### src/rtl/vga_pkg.sv
// Shared timing constants, polarity codes and pipeline stage type
// for the VGA sync generator.
package vga_pkg;

  localparam int SYNC_ACT_LOW  = 0;
  localparam int SYNC_ACT_HIGH = 1;

  localparam int VGA_H_ACTIVE = 640;
  localparam int VGA_H_FP     = 16;
  localparam int VGA_H_SYNC   = 96;
  localparam int VGA_H_BP     = 48;
  localparam int VGA_V_ACTIVE = 480;
  localparam int VGA_V_FP     = 10;
  localparam int VGA_V_SYNC   = 2;
  localparam int VGA_V_BP     = 33;

  function automatic int h_total(
    input int act,
    input int fp,
    input int sw,
    input int bp
  );
    return act + fp + sw + bp;
  endfunction

  function automatic int v_total(
    input int act,
    input int fp,
    input int sw,
    input int bp
  );
    return act + fp + sw + bp;
  endfunction

  typedef struct packed {
    logic hs;
    logic vs;
    logic blank;
    logic lstart;
    logic fstart;
  } stage_t;

endpackage

### src/rtl/vga_axis_counter.sv
// Wrapping position counter for one display axis; wrap_o marks
// the increment that returns the count to zero.
module vga_axis_counter #(
  parameter int CW = 11
) (
  input  logic          clk_i,
  input  logic          rst_i,
  input  logic          inc_i,
  input  logic [CW-1:0] total_i,
  output logic [CW-1:0] count_o,
  output logic          wrap_o
);

  logic [CW-1:0] cnt_q;
  logic [CW-1:0] cnt_d;

  assign wrap_o  = inc_i && (cnt_q == total_i - CW'(1));
  assign count_o = cnt_q;

  always_comb begin
    cnt_d = cnt_q;
    if (inc_i) begin
      cnt_d = wrap_o ? '0 : cnt_q + CW'(1);
    end
  end

  always_ff @(posedge clk_i) begin
    if (rst_i) begin
      cnt_q <= '0;
    end else begin
      cnt_q <= cnt_d;
    end
  end

endmodule

### src/rtl/vga_timing_gen.sv
// Parametrised VGA sync generator on clk_50mhz with pixel clock-enable.
// Define VGA_TIMING_FRAME_CNT_EN to add the 8-bit frame_cnt output.
module vga_timing_gen
  import vga_pkg::*;
#(
  parameter int CLK_DIV  = 2,
  parameter int H_ACTIVE = VGA_H_ACTIVE,
  parameter int H_FP     = VGA_H_FP,
  parameter int H_SYNC   = VGA_H_SYNC,
  parameter int H_BP     = VGA_H_BP,
  parameter int V_ACTIVE = VGA_V_ACTIVE,
  parameter int V_FP     = VGA_V_FP,
  parameter int V_SYNC   = VGA_V_SYNC,
  parameter int V_BP     = VGA_V_BP,
  parameter int HS_POL   = SYNC_ACT_LOW,
  parameter int VS_POL   = SYNC_ACT_LOW,
  parameter int PIPE     = 2,
  parameter int CW       = 11
) (
  input  logic          clk_50mhz,
  input  logic          rst,
  input  logic          en,
  output logic          pix_ce,
  output logic [CW-1:0] h_count,
  output logic [CW-1:0] v_count,
  output logic          hsync,
  output logic          vsync,
  output logic          blank,
  output logic          line_start,
  output logic          frame_start
`ifdef VGA_TIMING_FRAME_CNT_EN
  ,
  output logic [7:0]    frame_cnt
`endif
);

  localparam int H_TOTAL =
    h_total(H_ACTIVE, H_FP, H_SYNC, H_BP);
  localparam int V_TOTAL =
    v_total(V_ACTIVE, V_FP, V_SYNC, V_BP);
  localparam int HS_BEG = H_ACTIVE + H_FP;
  localparam int HS_END = HS_BEG + H_SYNC;
  localparam int VS_BEG = V_ACTIVE + V_FP;
  localparam int VS_END = VS_BEG + V_SYNC;
  localparam int DW = (CLK_DIV > 1) ? $clog2(CLK_DIV) : 1;
  localparam logic [DW-1:0] DIV_LAST = DW'(CLK_DIV - 1);
  localparam logic HS_ACT = (HS_POL != 0);
  localparam logic VS_ACT = (VS_POL != 0);
  localparam stage_t IDLE = '{
    hs: ~HS_ACT, vs: ~VS_ACT, blank: 1'b1,
    lstart: 1'b0, fstart: 1'b0
  };

  if (H_ACTIVE == 0 || H_FP == 0 || H_SYNC == 0 ||
      H_BP == 0 || V_ACTIVE == 0 || V_FP == 0 ||
      V_SYNC == 0 || V_BP == 0 ||
      CLK_DIV < 1 || CLK_DIV > 16 ||
      PIPE < 1 || PIPE > 4 ||
      H_TOTAL >= (1 << CW) ||
      V_TOTAL >= (1 << CW)) begin : g_bad_param
    $error("vga_timing_gen: illegal parameter set");
  end

  logic [DW-1:0] div_q;
  logic [DW-1:0] div_d;
  logic          pce_q;
  logic          h_wrap;
  logic          v_wrap;
  stage_t        raw;
  stage_t        pipe_q [PIPE];
  stage_t        last;

  assign pix_ce = en && !rst && (div_q == DIV_LAST);

  always_comb begin
    div_d = div_q;
    if (en) begin
      div_d = (div_q == DIV_LAST) ? '0 : div_q + DW'(1);
    end
  end

  always_ff @(posedge clk_50mhz) begin
    if (rst) begin
      div_q <= '0;
      pce_q <= 1'b0;
    end else begin
      div_q <= div_d;
      pce_q <= pix_ce;
    end
  end

  vga_axis_counter #(.CW(CW)) u_h (
    .clk_i   (clk_50mhz),
    .rst_i   (rst),
    .inc_i   (pix_ce),
    .total_i (CW'(H_TOTAL)),
    .count_o (h_count),
    .wrap_o  (h_wrap)
  );

  vga_axis_counter #(.CW(CW)) u_v (
    .clk_i   (clk_50mhz),
    .rst_i   (rst),
    .inc_i   (h_wrap),
    .total_i (CW'(V_TOTAL)),
    .count_o (v_count),
    .wrap_o  (v_wrap)
  );

  always_comb begin
    raw = IDLE;
    raw.hs = (h_count >= CW'(HS_BEG) &&
              h_count <  CW'(HS_END)) ? HS_ACT : ~HS_ACT;
    raw.vs = (v_count >= CW'(VS_BEG) &&
              v_count <  CW'(VS_END)) ? VS_ACT : ~VS_ACT;
    raw.blank  = !(h_count < CW'(H_ACTIVE) &&
                   v_count < CW'(V_ACTIVE));
    raw.lstart = (h_count == '0);
    raw.fstart = (h_count == '0) && (v_count == '0);
  end

  // Delay line matches video-memory and character-ROM latency.
  always_ff @(posedge clk_50mhz) begin
    if (rst) begin
      for (int i = 0; i < PIPE; i++) begin
        pipe_q[i] <= IDLE;
      end
    end else if (pix_ce) begin
      pipe_q[0] <= raw;
      for (int i = 1; i < PIPE; i++) begin
        pipe_q[i] <= pipe_q[i-1];
      end
    end
  end

  assign last        = pipe_q[PIPE-1];
  assign hsync       = last.hs;
  assign vsync       = last.vs;
  assign blank       = last.blank;
  assign line_start  = last.lstart && pce_q && en;
  assign frame_start = last.fstart && pce_q && en;

`ifdef VGA_TIMING_FRAME_CNT_EN
  logic [7:0] fcnt_q;

  always_ff @(posedge clk_50mhz) begin
    if (rst) begin
      fcnt_q <= 8'd0;
    end else if (v_wrap) begin
      fcnt_q <= fcnt_q + 8'd1;
    end
  end

  assign frame_cnt = fcnt_q;
`else
  logic unused_v_wrap;
  assign unused_v_wrap = v_wrap;
`endif

endmodule

### config.mk
export PLATFORM = sky130hd
export DESIGN_NAME = vga_timing_gen
export DESIGN_NICKNAME = d
export VERILOG_FILES = /design/src/rtl/vga_pkg.sv /design/src/rtl/vga_axis_counter.sv /design/src/rtl/vga_timing_gen.sv
export SDC_FILE = /design/constraint.sdc
export NUM_CORES = 1
export LEC_CHECK = 0
export CORE_ASPECT_RATIO = 0.5
export CORE_UTILIZATION = 46
export DETAILED_ROUTE_END_ITERATION = 6
export MAX_ROUTING_LAYER = met4
export PLACE_DENSITY_LB_ADDON = 0.2
export SLEW_MARGIN = 20
export SYNTH_ARGS = -nofsm -noshare
export SYNTH_HDL_FRONTEND = slang
export SYNTH_HIERARCHICAL = 1
export SYNTH_SLANG_ARGS = --single-unit
export TNS_END_PERCENT = 20
### constraint.sdc
create_clock -name clk_50mhz -period 3.9 [get_ports clk_50mhz]
set_clock_uncertainty 0.05 [all_clocks]
set_input_delay 0.585 -clock clk_50mhz [delete_from_list [all_inputs] [get_ports clk_50mhz]]
set_output_delay 0.585 -clock clk_50mhz [all_outputs]
set_load 0.03 [all_outputs]
==> flow_summary.yaml <==
run_status:
  outcome: "finished clean"
grt:
  grt_pass1_wl_mm: 9.11
  antenna_found_initial: 0
  first_global_vias: 2098
  grt_start_max_net_pins: 18
  grt_overflow: 0
  grt_usage: 0.228
die:
  start_util: 0.507
  fp.dieH_um: 52.6
  rows: 17
  die_area_um2: 5440
  core_um2: 4660
  ios: 31
  die_w_um: 103
clock_tree:
  cts_setup_buffers: 0
  clk_latency_ps: 280
  cts-buffers-inserted: 5
  cts_tree: "yes"
  clk_pin_slew_ps: 70
  cts_resized: 0
  clock_path_buffers: 2
  clock_sinks: 34
  cts_root_buf: "clkbuf_8"
  cts-htree-levels: 2
  postCtsHoldBufs: 0
worst_setup_path:
  critical_path.endpoint_type: "flip-flop"
  worstSetupPathType: "input port to flip-flop"
  worstSetupStartpointType: "input port"
  cp.arrival_ps: 3390
  cp.required_ps: 4000
  critical_path_peak_fanout: 9
synthesis:
  ys_warn_count: 6
  syn_area_um2: 2360
  syn_inst: 264
  synth.avg_cell_area_um2: 8.94
route:
  initialDrtViolationCount: 64
  via_count: 2198
  ant_nets: 0
  routed_wl_mm: 5.44
  drcViolationCount: 0
  drt-vias-per-instance: 4.68
  drt-wirelength-per-cell_um: 11.6
  dr.pass1.iters: 5
placement:
  dp_hpwl_mm: 4.25
  placed_area_um2: 3130
  portBuffers: 30
  place.gp.congestion: 0.854
power:
  powerDensity_nw_per_um2: 219
  pwr-share-seq: 0.530
  p_comb_frac: 0.128
  power_uw: 704
  p_switching_uw: 181
  ir_worst_vdd_mv: 0.140
  clkPwrFrac: 0.343
  p_sw_frac: 0.257
  power_leakage_nw: 1.33
  p_int_uw: 523
final_layout:
  layout-drive-gt1-share: 0.0644
  area_delta_synth_final_pct: 36.2
  num-fill-cells: 369
  final_util: 0.690
  seqCellArea_um2: 781
  antenna_cells: 0
  postLayoutCellArea_um2: 3210
  multi_input_area_um2: 1910
  layout.nets: 410
timing:
  tightest_slew_ps: 505
  period_share: 0.842
  hold_viol_final: 0
  rsz0062_at_grt: "false"
  max_freq_mhz: 304
  whs_ps: 464
  setup_viol: 0
  drv_slew: 0
  period_needed_ps: 3280
  slew_headroom: 0.664
  setup_tns_ps: 0
flow_run:
  maxCapViolCount: 0
hold_path:
  worstHoldPathType: "flip-flop to flip-flop"
==> cells in the final DEF (no fill, tap or decap), types with 2 or more instances in the layout <==
cell and count:
a211oi_1 3, a21oi_1 6, and2_1 2, and3_1 10
and3b_1 3, buf_4 3, clkbuf_8 5, clkdlybuf4s50_1 30
clkinv_1 3, conb_1 102, dfxtp_1 24, edfxtp_1 10
ha_1 4, inv_1 9, mux2i_1 3, nand2_1 23
nand2b_1 8, nand3_1 8, nand3b_1 6, nand4_1 7
nor2_1 33, nor2b_1 4, nor3_1 14, nor3b_1 2
nor4_1 5, nor4b_2 2, nor4b_4 2, o21ai_0 3
o31ai_1 2, o31ai_4 2, or2b_1 2, or4_4 2
xnor2_1 13, xor2_1 24
==> power by group through the flow <==
stage	Combinational, mW	Clock, mW	Sequential [mW]
finish	0.0899	0.241	0.373
global route	0.103	0.262	0.373
CTS	0.0845	0.243	0.373
detailed placement	0.0840	0	0.380
global placement	0.0825	0	0.380
floorplan	0.0687	0	0.381
==> metal layers <==
layer	global-route usage	vias up	wire, µm
met4	0.0728	0	77
met1	0.263	1003	2520
met2	0.410	53	2670
li1	-	1134	-
met5	-	-	0
met3	0.0400	8	171
==> final timing paths <==
check / start / endpoint / slack (ps) / cells past startpoint
setup / recovery: en / u_v/count_o[8] / 620 / 11
hold / removal: pipe_q[0][4] / pipe_q[0][9] / 460 / 1
setup reg to reg: u_h/count_o[10] / u_v/count_o[8] / 800 / 9
hold reg to reg: pipe_q[0][4] / pipe_q[0][9] / 460 / 1
==> state kept, by name (all words and copies together), names as in the netlist <==
signal / count
u_v/count_o: 11
div_q: 1
pce_q: 1
u_h/count_o: 11
pipe_q: 10
==> final cells by class <==
cell class	instances	area share
clock buffers	5	0.0214
clock inverters	3	0.00350
inverters	9	0.0105
multi-input cells	320	0.595
flip-flops and latches	34	0.243
well taps	66	0.0257
repair buffers	33	0.100
==> critical path: stages <==
cell             delay, ps
clkdlybuf4s50_1        550
and3b_1                210
nand3_1                120
nor4b_4                300
o21ai_2                120
nor3_1                 280
nand3_1                130
nor4_1                 390
o211ai_1               210
o31ai_4                390
nor2_1                 100
==> per-stage QoR <==
stage                     setup slack [ps]  cells
final                                  616    470
after global routing                   480    470
after CTS                              692    470
after detailed placement               425    462
after global placement                 540    462
after floorplan                        773    364
No activity file was read; power rests on OpenSTA's default activity.
